File: src/rtl/wb_ep_window.sv
// wb_ep_window: Wishbone slave giving the CPU access to the USB core's endpoint
// buffers. Two access paths:
//   - a direct 512-word window (wb_addr[11]=1): writes go to TX, reads come from RX
//   - a pointer/data register pair with optional auto-increment (wb_addr[11]=0)
// Partial-strobe writes to buffer targets are acknowledged but dropped and
// counted in a saturating 8-bit error counter.
//
// Ports
//   clk, rst_n                          clk_wb domain clock, async active-low reset
//   wb_addr/wb_wdata/wb_wstb/wb_we      request address (byte), data, strobes, direction
//   wb_cyc/wb_stb                       request qualifiers
//   wb_rdata/wb_ack                     response data (0 unless acked), one-cycle ack
//   ep_tx_addr/ep_tx_data/ep_tx_we      TX buffer write port
//   ep_rx_addr/ep_rx_re/ep_rx_data      RX buffer read port, data READ_LAT cycles after re
module wb_ep_window #(
    parameter int EP_AW    = 9,
    parameter int READ_LAT = 1
) (
    input  logic             clk,
    input  logic             rst_n,
    input  logic [16:0]      wb_addr,
    input  logic [31:0]      wb_wdata,
    input  logic [3:0]       wb_wstb,
    input  logic             wb_we,
    input  logic             wb_cyc,
    input  logic             wb_stb,
    output logic [31:0]      wb_rdata,
    output logic             wb_ack,
    output logic [EP_AW-1:0] ep_tx_addr,
    output logic [31:0]      ep_tx_data,
    output logic             ep_tx_we,
    output logic [EP_AW-1:0] ep_rx_addr,
    output logic             ep_rx_re,
    input  logic [31:0]      ep_rx_data
);

    localparam logic [1:0] IDLE    = 2'd0;
    localparam logic [1:0] WR      = 2'd1;
    localparam logic [1:0] RD_WAIT = 2'd2;
    localparam logic [1:0] ACK     = 2'd3;

    logic [1:0]       state;
    logic             cool;      // forces one idle cycle after every ack
    logic [EP_AW-1:0] ptr;
    logic             autoinc;
    logic [7:0]       err_cnt;
    logic [1:0]       lat_cnt;
    logic             rd_buf;    // pending read targets the RX buffer
    logic             rd_inc;    // pending read is an auto-incrementing DATA read
    logic [31:0]      rdata_q;
    logic [EP_AW-1:0] rx_addr_q;

    logic             accept, is_win, is_data, full, buf_acc;
    logic             wr_ok, wr_bad, rd_go;
    logic [1:0]       reg_off;
    logic [EP_AW-1:0] buf_idx;
    logic [31:0]      reg_rd_val;
    logic             unused_ok;

    function automatic logic [7:0] sat_inc(input logic [7:0] v);
        return (v == 8'hff) ? v : v + 8'd1;
    endfunction

    assign unused_ok = ^wb_addr;

    always_comb begin
        // rst_n gates acceptance so the combinational read strobe is 0 in reset
        accept  = rst_n & (state == IDLE) & ~cool & wb_cyc & wb_stb;
        is_win  = wb_addr[11];
        reg_off = wb_addr[3:2];
        is_data = ~is_win & (reg_off == 2'd1);
        buf_acc = is_win | is_data;
        full    = (wb_wstb == 4'hf);
        buf_idx = is_win ? wb_addr[EP_AW+1:2] : ptr;
        wr_ok   = accept & wb_we & buf_acc & full;
        wr_bad  = accept & wb_we & buf_acc & ~full;
        rd_go   = accept & ~wb_we & buf_acc;

        reg_rd_val = '0;
        case (reg_off)
            2'd0: begin
                reg_rd_val[EP_AW-1:0] = ptr;
                reg_rd_val[31]        = autoinc;
            end
            2'd2: begin
                reg_rd_val[7:0]        = err_cnt;
                reg_rd_val[16 +: EP_AW] = ptr;
            end
            default: reg_rd_val = '0;
        endcase
    end

    // The RX read is issued in the request cycle itself; the address is
    // presented combinationally then and held from a register afterwards.
    assign ep_rx_re   = rd_go;
    assign ep_rx_addr = rd_go ? buf_idx : rx_addr_q;
    assign wb_ack     = (state == WR) | (state == ACK);
    assign wb_rdata   = (state == ACK) ? rdata_q : 32'd0;

    always_ff @(posedge clk or negedge rst_n) begin
        if (!rst_n) begin
            state      <= IDLE;
            cool       <= 1'b0;
            ptr        <= '0;
            autoinc    <= 1'b0;
            err_cnt    <= 8'd0;
            lat_cnt    <= 2'd0;
            rd_buf     <= 1'b0;
            rd_inc     <= 1'b0;
            rx_addr_q  <= '0;
            ep_tx_addr <= '0;
            ep_tx_data <= 32'd0;
            ep_tx_we   <= 1'b0;
        end else begin
            ep_tx_we <= wr_ok;
            if (wr_ok) begin
                ep_tx_addr <= buf_idx;
                ep_tx_data <= wb_wdata;
            end
            if (rd_go)
                rx_addr_q <= buf_idx;

            case (state)
                IDLE: begin
                    cool <= 1'b0;
                    if (accept) begin
                        if (wb_we) begin
                            // all write side effects commit on acceptance
                            state <= WR;
                            if (wr_bad)
                                err_cnt <= sat_inc(err_cnt);
                            else if (wr_ok && is_data && autoinc)
                                ptr <= ptr + 1'b1;
                            else if (!is_win && reg_off == 2'd0) begin
                                ptr     <= wb_wdata[EP_AW-1:0];
                                autoinc <= wb_wdata[31];
                            end else if (!is_win && reg_off == 2'd2 && wb_wdata[0])
                                err_cnt <= 8'd0;
                        end else begin
                            state   <= RD_WAIT;
                            lat_cnt <= 2'(READ_LAT - 1);
                            rd_buf  <= buf_acc;
                            rd_inc  <= is_data & autoinc;
                        end
                    end
                end
                WR: begin
                    state <= IDLE;
                    cool  <= 1'b1;
                end
                RD_WAIT: begin
                    if (!wb_cyc)
                        state <= IDLE;
                    else if (lat_cnt == 2'd0)
                        state <= ACK;
                    else
                        lat_cnt <= lat_cnt - 2'd1;
                end
                default: begin
                    state <= IDLE;
                    cool  <= 1'b1;
                    if (rd_inc)
                        ptr <= ptr + 1'b1;
                end
            endcase
        end
    end

    // Read data holding register; only observable through wb_rdata in ACK.
    always_ff @(posedge clk) begin
        if (accept && !wb_we)
            rdata_q <= reg_rd_val;
        else if (state == RD_WAIT && lat_cnt == 2'd0 && rd_buf)
            rdata_q <= ep_rx_data;
    end

endmodule

File: config.mk
export PLATFORM = sky130hd
export DESIGN_NAME = wb_ep_window
export DESIGN_NICKNAME = d
export VERILOG_FILES = /design/src/rtl/wb_ep_window.sv
export SDC_FILE = /design/constraint.sdc
export NUM_CORES = 1
export LEC_CHECK = 0
export ABC_AREA = 1
export BUFFER_PORTS_ARGS = -buffer_cell sky130_fd_sc_hd__buf_2
export CAP_MARGIN = 15
export CELL_PAD_IN_SITES_DETAIL_PLACEMENT = 1
export CELL_PAD_IN_SITES_GLOBAL_PLACEMENT = 1
export CORE_UTILIZATION = 39
export DETAILED_ROUTE_END_ITERATION = 16
export GPL_TIMING_DRIVEN = 0
export PLACE_DENSITY = 0.88
export REMOVE_ABC_BUFFERS = 1
export SLEW_MARGIN = 30
export SYNTH_ARGS = -nofsm -noshare
export SYNTH_HDL_FRONTEND = slang
export SYNTH_SLANG_ARGS = --single-unit
File: constraint.sdc
create_clock -name clk -period 5.9 [get_ports clk]
set_input_delay 0.59 -clock clk [delete_from_list [all_inputs] [get_ports clk]]
set_output_delay 0.59 -clock clk [all_outputs]
set_load 0.01 [all_outputs]
### After elaboration in Yosys (flattened, before gate mapping)

Index checks and enable logic that the tools add are counted.
Widths: inputs -> output; s select.

* $add $sub $neg: 3
* eq/ne operators: 18
* mux-type cells: 32
* bitwise gates (word level): 21
* reduce and logical (&&, ||, !) cells: 24

Operators with widths (number)
* $mux 32: 3
* $mux 9: 9
* $mux 8: 5
* $ne 2x2->1 const B: 9
* $pmux 9 s2: 1
* $mux 2: 8
* $pmux 8 s2: 1
* $and 1x1->1: 12
* $reduce_and 6->1: 2
* $add 9x1->9 const B: 1
* $add 8x1->8 const B: 1
* $eq 8x8->1 const B: 1
* $logic_and 1x1->1: 8
* $pmux 2 s2: 2
* $reduce_bool 2->1: 4
* $not 1->1: 7
* $reduce_and 7->1: 1
* $eq 2x2->1 const B: 3
* $logic_not 2->1: 3
* $reduce_and 5->1: 1
* $eq 2x1->1 const B: 2
* $eq 4x4->1 const B: 1
* $ne 3x1->1 const B: 1
* $ne 3x3->1 const B: 1
* 8 further kinds: 11

* flip-flop bits (word level): 108
* input port bits: 90
* output and inout port bits: 85
* word-level logic and storage cells: 112

### Logic depth before layout (Yosys ltp)

Gate-level depths: netlist of run 1.

* word-level depth: 15
* gate-level depth with buffers: 13
* mapped depth without buffers: 13

### Worst setup path after synthesis of run 1

OpenSTA, ideal clock, no wires.

* kind: register to output
* from: register state[0]
* to: output port ep_rx_addr[0]
* arrival time: 1753 ps
* required time: 5310 ps
* slack: 3557 ps
* cell stages (with the launch flop): 12
* buffers on the path: 1
* cell sequence: dfrtp_1 -> inv_1 -> ha_1 -> inv_2 -> nor2_1 -> nand2_1 -> nor2_4 -> inv_2 -> nor2_1 -> buf_2 -> nand2_1 -> nand2_1

* cells in the longest elaborated chain, start to end: 8

RTL lines
* start: declaration: RTL line 42 `logic [1:0] state;`
* start signal: assignment: RTL line 102 `state <= IDLE;`
* start signal: assignment: RTL line 129 `state <= WR;`
* start signal: assignment: RTL line 140 `state <= RD_WAIT;`
* $logic_not 2->1: RTL line 68 `accept = rst_n & (state == IDLE) & ~cool & wb_cyc & wb_stb;`
* $and 1x1->1 (4 in a row): RTL line 68
* $and 1x1->1 (2 in a row): RTL line 77 `rd_go = accept & ~wb_we & buf_acc;`
* net ep_rx_re: RTL line 33 `output logic ep_rx_re,`
* $mux 9
* end: declaration: RTL line 32 `output logic [EP_AW-1:0] ep_rx_addr,`

The timed path passes the listed nets, and every way through them passes these cells.

### Worst setup path in the final report of run 1

* from: register state[1]
* to: output port ep_rx_addr[1]

* cells in the longest elaborated chain, start to end: 8

RTL lines (RTL line)
* $logic_not 2->1: 68
* $and 1x1->1 (4 in a row): 68
* $and 1x1->1 (2 in a row): 77
* $mux 9

Every way passes these cells.

==> results.json, run 1 <==
{
  "cp.buffers_inverters": 5,
  "start_kind": "flop",
  "hold_violations": 0,
  "fin_skew_ns": 0.01240,
  "slew_headroom_pct": 34.34,
  "drive_above_1_share_pct": 24.35,
  "setup_tns_ns": 0,
  "first_pass_iters": 4,
  "yosys.area.top_type": "dfrtp_1",
  "wl_mm": 15.92,
  "place_ws_ns": 2.130,
  "cts_setup_buffers": 0,
  "port_buffers": 167,
  "crit_fanout": 15,
  "rsz0062_at_grt": "no",
  "cp.required_ns": 5.31,
  "ys_warn_count": 0,
  "p_leak_nw": 3.801,
  "rows": 41,
  "grt_pass1_wl_mm": 25.34,
  "start_util_pct": 40.40,
  "cpLargestDelayFamily": "simple AND/OR/NAND/NOR gates",
  "yosysSeqAreaShare_pct": 53.16,
  "die_w_microns": 116.8,
  "grt_max_degree": 46,
  "power.density_nw_per_um2": 364.7,
  "clk_path_buf_depth": 2,
  "hpwl_mm": 11.77,
  "post_cts_resized": 0,
  "root_buffer": "clkbuf_16",
  "grt.total_usage_pct": 24.62,
  "ys_ff_latch": 108,
  "drc": 0,
  "hp-class": "input pin to asynchronous set/reset pin",
  "status": "complete, no violations",
  "synth_area_leaders": "dfrtp_1, nand2_1, edfxtp_1",
  "syn_area_sq_um": 5140,
  "worstSetupPathType": "flop to output pin",
  "die-height_microns": 116.8,
  "drt_iter0_drc": 218,
  "wire_per_inst_microns": 16.17,
  "cts-buffers-inserted": 9,
  "syn_inst": 651,
  "grt_antenna_before_repair": 0,
  "cts.sinks": 108,
  "cap_violations": 0,
  "tightest_slew_ns": 0.9813,
  "cp.arrival_ns": 3.64,
  "route.antenna.remaining_nets": 0,
  "timing.final.crit_period_ns": 4.232,
  "fmax_ghz": 0.2363,
  "setup_viol": 0,
  "io_pins": 175,
  "grt-ovfl-total": 0,
  "gp_congestion": 0.8202,
  "num_vias": 4847,
  "htree_levels": 3,
  "peakVddDrop_mv": 0.1853,
  "crit_slowest_cell": "nor2_1",
  "hold_buffers": 0,
  "area_growth_syn_to_layout_pct": 25.54,
  "critPathCaptureType": "output pin",
  "cp_cell_sequence": "inv_1 > ha_1 > inv_2 > nor2_1 > nand2_1 > nor2_4 > inv_2 > nor2_1 > inv_2 > nand2_1 > nand2_1 > buf_2",
  "synth_cell_type_count": 34,
  "fin_ws_ns": 1.668,
  "grt_pass1_vias": 5114,
  "postSynthAreaPerCell_sq_um": 7.895,
  "period_share_pct": 71.73,
  "core_sq_um": 12720,
  "slowest_delay_ns": 0.69,
  "fp.dieArea_sq_um": 13640,
  "viasPerCell": 4.921,
  "num_antenna_cells": 0,
  "drv_slew": 0,
  "tritoncts": "built",
  "final_net_count": 905,
  "clock_latency_ns": 0.36,
  "clk_pin_slew_ns": 0.08,
  "yosys.area.top_type_share_pct": 37.00
}
-- placed cells by master, fill, tap and decap left out, types with 2 or more instances in the layout --
cell         n
inv_2        6
a22oi_1     13
nor2_1      14
nand2_1    283
inv_8        2
xnor2_1      2
o211ai_1     3
nand3b_1     2
inv_1       80
buf_2      166
o21ai_1      4
a21oi_1      5
xor2_1       7
clkbuf_1     2
clkbuf_16   10
o21ai_0     28
or2_2        2
edfxtp_1    19
dfrtp_1     76
o221ai_1     5
nor2_4       2
clkinv_4     2
nand3_1     42
nor3_1       5
ha_1         6
nand3_2      2
dfxtp_1     13
buf_16       2
-- synthesized netlist by cell type --
library cell and instances:
clkinv_1 1, nand2_2 1, nor3_1 5, o221ai_1 5, nor2_1 14, inv_2 6, nor2_2 2, inv_1 80
nand3b_1 2, dfxtp_1 13, nand3_1 42, buf_2 9, buf_4 1, xnor2_1 2, nand2_1 283, a31oi_1 1
dfrtp_1 76, xor2_1 7, o211ai_1 3, a21oi_1 5, o21ai_1 4, a22oi_1 13, nand4_1 1, ha_1 7
clkbuf_1 12, nor2_4 1, a32o_1 1, nand3_2 2, edfxtp_1 19, or2_2 2, o21ai_0 28, buf_1 1
a21o_1 1, o22ai_1 1
-- area by class of cell --
class                   instances  area [sq um]
flip-flops and latches        108          2733
fillers                      1634          6270
inverters                      87         326.6
multi-input cells             433          1987
well taps                     172         215.2
clock inverters                 4         40.04
repair buffers                169         893.4
clock buffers                  12         257.7
-- metrics by stage --
step / std cells / total power (W) / area [sq um] / hold WS, ns / utilization (%)
CTS: 985 / 0.002374 / 6452 / 0.1823 / 50.72
global placement: 967 / 0.001693 / 6090 / 0.4405 / 47.87
finish: 985 / 0.002353 / 6452 / 0.1689 / 50.72
global route: 985 / 0.002496 / 6452 / 0.2071 / 50.72
detailed placement: 969 / 0.001752 / 6155 / 0.4540 / 48.38
floorplan: 628 / 0.001451 / 5039 / 0.2944 / -
-- kinds of logic (layout without fill, tap and decap cells) --
kind of cell | Yosys count | in the layout | share of synthesized area [%]
and+or+nand+nor | 355 | 355 | 27.90
buffers and inverters | 110 | 272 | 8.325
DFF | 108 | 108 | 53.16
AOI/OAI and AO/OA | 62 | 62 | 7.376
xor gates and xnor gates | 9 | 9 | 1.534
adders and majority gates | 7 | 7 | 1.704
-- routing by layer --
metal / share of wire, % / vias to the layer above / track usage [%]
met4: 2.5 / 0 / 10.55
met3: 5.3 / 26 / 3.913
met2: 52 / 150 / 46.04
met1: 40 / 2330 / 27.71
li1: - / 2341 / -
met5: 0 / - / 0
-- registers in the layout, summed over array words and instances, names as in the netlist --
signal and flops:
state 2, rx_addr_q 9, ep_tx_we 1, rd_inc 1, ep_tx_data 32, ep_tx_addr 9, err_cnt 8, ptr 9
rd_buf 1, cool 1, autoinc 1, lat_cnt 2, rdata_q 32
-- path summary, 6_finish.rpt --
path | startpoint | end | slack (ns) | cells after the start
min in group clk | wb_wdata[30] | ep_tx_data[30] | 0.43 | 3
worst max register to register | state[1] | rdata_q[28] | 2.44 | 11
worst max-delay path | state[1] | ep_rx_addr[1] | 1.67 | 12
worst min-delay path | rst_n | ep_tx_data[25] | 0.17 | 1
worst min register to register | rdata_q[26] | rdata_q[26] | 0.46 | 2
max in group asynchronous | rst_n | err_cnt[2] | 5.14 | 2
-- report_power, final --
group          leakage (nW)  internal (W)  switching [W]
Clock                 0.146      0.000321       0.000294
Sequential             1.33      0.000923      0.0000805
Combinational          2.32      0.000241       0.000495
Power figures use the tool's default switching activity.
==> run 2, diff against run 1 <==
CORE_UTILIZATION = 36   (was 39)
PLACE_DENSITY = 0.82   (was 0.88)
clock period = 4.39 ns   (was 5.9 ns; I/O delays follow)
==> results.json, run 2 (synthesis results as in run 1) <==
{
  "power.density_nw_per_um2": 489.8,
  "critPathCaptureType": "output pin",
  "grt-ovfl-total": 0,
  "route.antenna.remaining_nets": 0,
  "area_growth_syn_to_layout_pct": 26.36,
  "period_share_pct": 85.40,
  "setup_viol": 0,
  "p_sw_share_pct": 35.41,
  "clk_path_buf_depth": 2,
  "place_ws_ns": 0.7436,
  "timing.final.crit_period_ns": 3.749,
  "grt_pass1_vias": 4826,
  "drv_slew": 0,
  "crit_top_cell": "nand2_1",
  "cap_violations": 0,
  "power_switching_w": 0.001126,
  "power_frac_clock_pct": 26.9,
  "die_w_microns": 121.5,
  "peakVddDrop_mv": 0.2049,
  "fmax_ghz": 0.2667,
  "first_pass_iters": 4,
  "p_leak_nw": 3.816,
  "cts_setup_buffers": 0,
  "intPower_w": 0.002055,
  "most-common-layout-cells": "nand2_1, buf_2, inv_1",
  "htree_levels": 3,
  "tightest_slew_ns": 0.8136,
  "status": "complete, no violations",
  "wire_per_inst_microns": 14.94,
  "reg_top3": "ep_tx_data x32, rdata_q x32",
  "utilization_pct": 46.79,
  "cts.sinks": 108,
  "grt.total_usage_pct": 21.36,
  "crit_slowest_cell": "dlygate4sd3_1",
  "die-height_microns": 121.5,
  "cpLargestDelayFamily": "buffers and inverters",
  "grt_antenna_before_repair": 0,
  "comb_power_share_pct": 30.7,
  "viasPerCell": 4.724,
  "clock_latency_ns": 0.36,
  "rows": 43,
  "power_frac_seq_pct": 42.4,
  "cp.buffers_inverters": 7,
  "cp.required_ns": 3.95,
  "gp_congestion": 0.7693,
  "port_buffers": 167,
  "ff_latch_area_sq_um": 2733,
  "crit_fanout": 51,
  "drc": 0,
  "fin_skew_ns": 0.009608,
  "multiInputGateArea_sq_um": 1989,
  "drive_above_1_share_pct": 24.57,
  "tritoncts": "built",
  "worstSetupPathType": "input pin to output pin",
  "hp-class": "input pin to flop",
  "slowest_delay_ns": 0.55,
  "num-fill-cells": 1773,
  "root_buffer": "clkbuf_16",
  "wl_mm": 14.85,
  "setup_tns_ns": 0,
  "cts-buffers-inserted": 9,
  "core_sq_um": 13880,
  "fin_ws_ns": 0.6408,
  "grt_pass1_wl_mm": 24.16,
  "start_kind": "input pin",
  "hpwl_mm": 10.82,
  "clk_pin_slew_ns": 0.07,
  "final_net_count": 906,
  "drt_iter0_drc": 265,
  "grt_max_degree": 52,
  "slew_headroom_pct": 45.63,
  "fp.dieArea_sq_um": 14760,
  "final_common_cell": "nand2_1",
  "hold_violations": 0,
  "r2r_slack_ns": 0.95,
  "num_vias": 4696,
  "num_antenna_cells": 0,
  "cp_cell_sequence": "dlygate4sd3_1 > buf_6 > buf_16 > inv_1 > nor2_1 > nand2_1 > nor2_4 > inv_2 > nor2_2 > inv_2 > nand2_1 > nand2_1 > buf_2",
  "rsz0062_at_grt": "no",
  "cp.arrival_ns": 3.31,
  "io_pins": 175,
  "start_util_pct": 37.03
}
run 2: cell count changes in the layout (fill, tap and decap cells not counted), sizes merged:
cell,delta
inv,-2
clkbuf,+1
bufinv,+1
dlygate4sd3,+1
run 2: path summary, 6_finish.rpt:
kind | cells after the start | start | endpoint
max | 13 | rst_n | ep_rx_addr[6]
min | 3 | wb_wdata[30] | ep_tx_data[30]
max reg2reg | 11 | state[1] | rdata_q[11]
min reg2reg | 2 | ep_tx_data[26] | ep_tx_data[26]
max in group asynchronous | 3 | rst_n | state[1]
min in group asynchronous | 2 | rst_n | ep_tx_data[24]
run 2: power groups by stage:
stage / clock, W / sequential [W] / combinational (W)
after floorplan: 0 / 0.00134 / 0.000610
after global placement: 0 / 0.00135 / 0.000957
after detailed placement: 0 / 0.00137 / 0.000993
after CTS: 0.000881 / 0.00135 / 0.000999
after global routing: 0.000917 / 0.00137 / 0.00112
final: 0.000855 / 0.00135 / 0.000977
run 2: area by class of cell:
type                    count  share of cell area (%)
flip-flops and latches    108                   42.07
multi-input cells         433                   30.63
repair buffers            170                   13.97
inverters                  87                   5.028
clock buffers              13                   4.161
well taps                 180                   3.468
clock inverters             3                  0.6742
run 2: through the flow:
step	hold slack [ns]	std cells	cell area, sq um	total power (W)
6_report	0.2780	994	6495	0.003181
5_1_grt	0.2806	994	6495	0.003408
4_1_cts	0.2703	994	6492	0.003227
3_5_place_dp	0.3241	977	6168	0.002360
3_3_place_gp	0.4407	975	6100	0.002309
2_1_floorplan	0.1434	628	5039	0.001950
run 2: tightest hold or removal path, stage by stage:
cell and delay (ns):
buf_2 0.07, nand2_1 0.04, nand2_1 0.05
run 2: metal layers:
| layer | vias up | GRT usage [%] | wire (microns) |
|---|---|---|---|
| li1 | 2344 | - | - |
| met1 | 2192 | 27.04 | 6668 |
| met4 | 0 | 5.787 | 123 |
| met2 | 150 | 35.44 | 6929 |
| met3 | 10 | 6.109 | 1131 |
| met5 | - | 0 | 0 |
run 2: repair_timing:
item                                    in CTS  in global routing
resized for setup                            0                  1
endpoints found under the setup margin       0                  9
hold buffers                                 1                  0
hold endpoints to repair                    26                  0
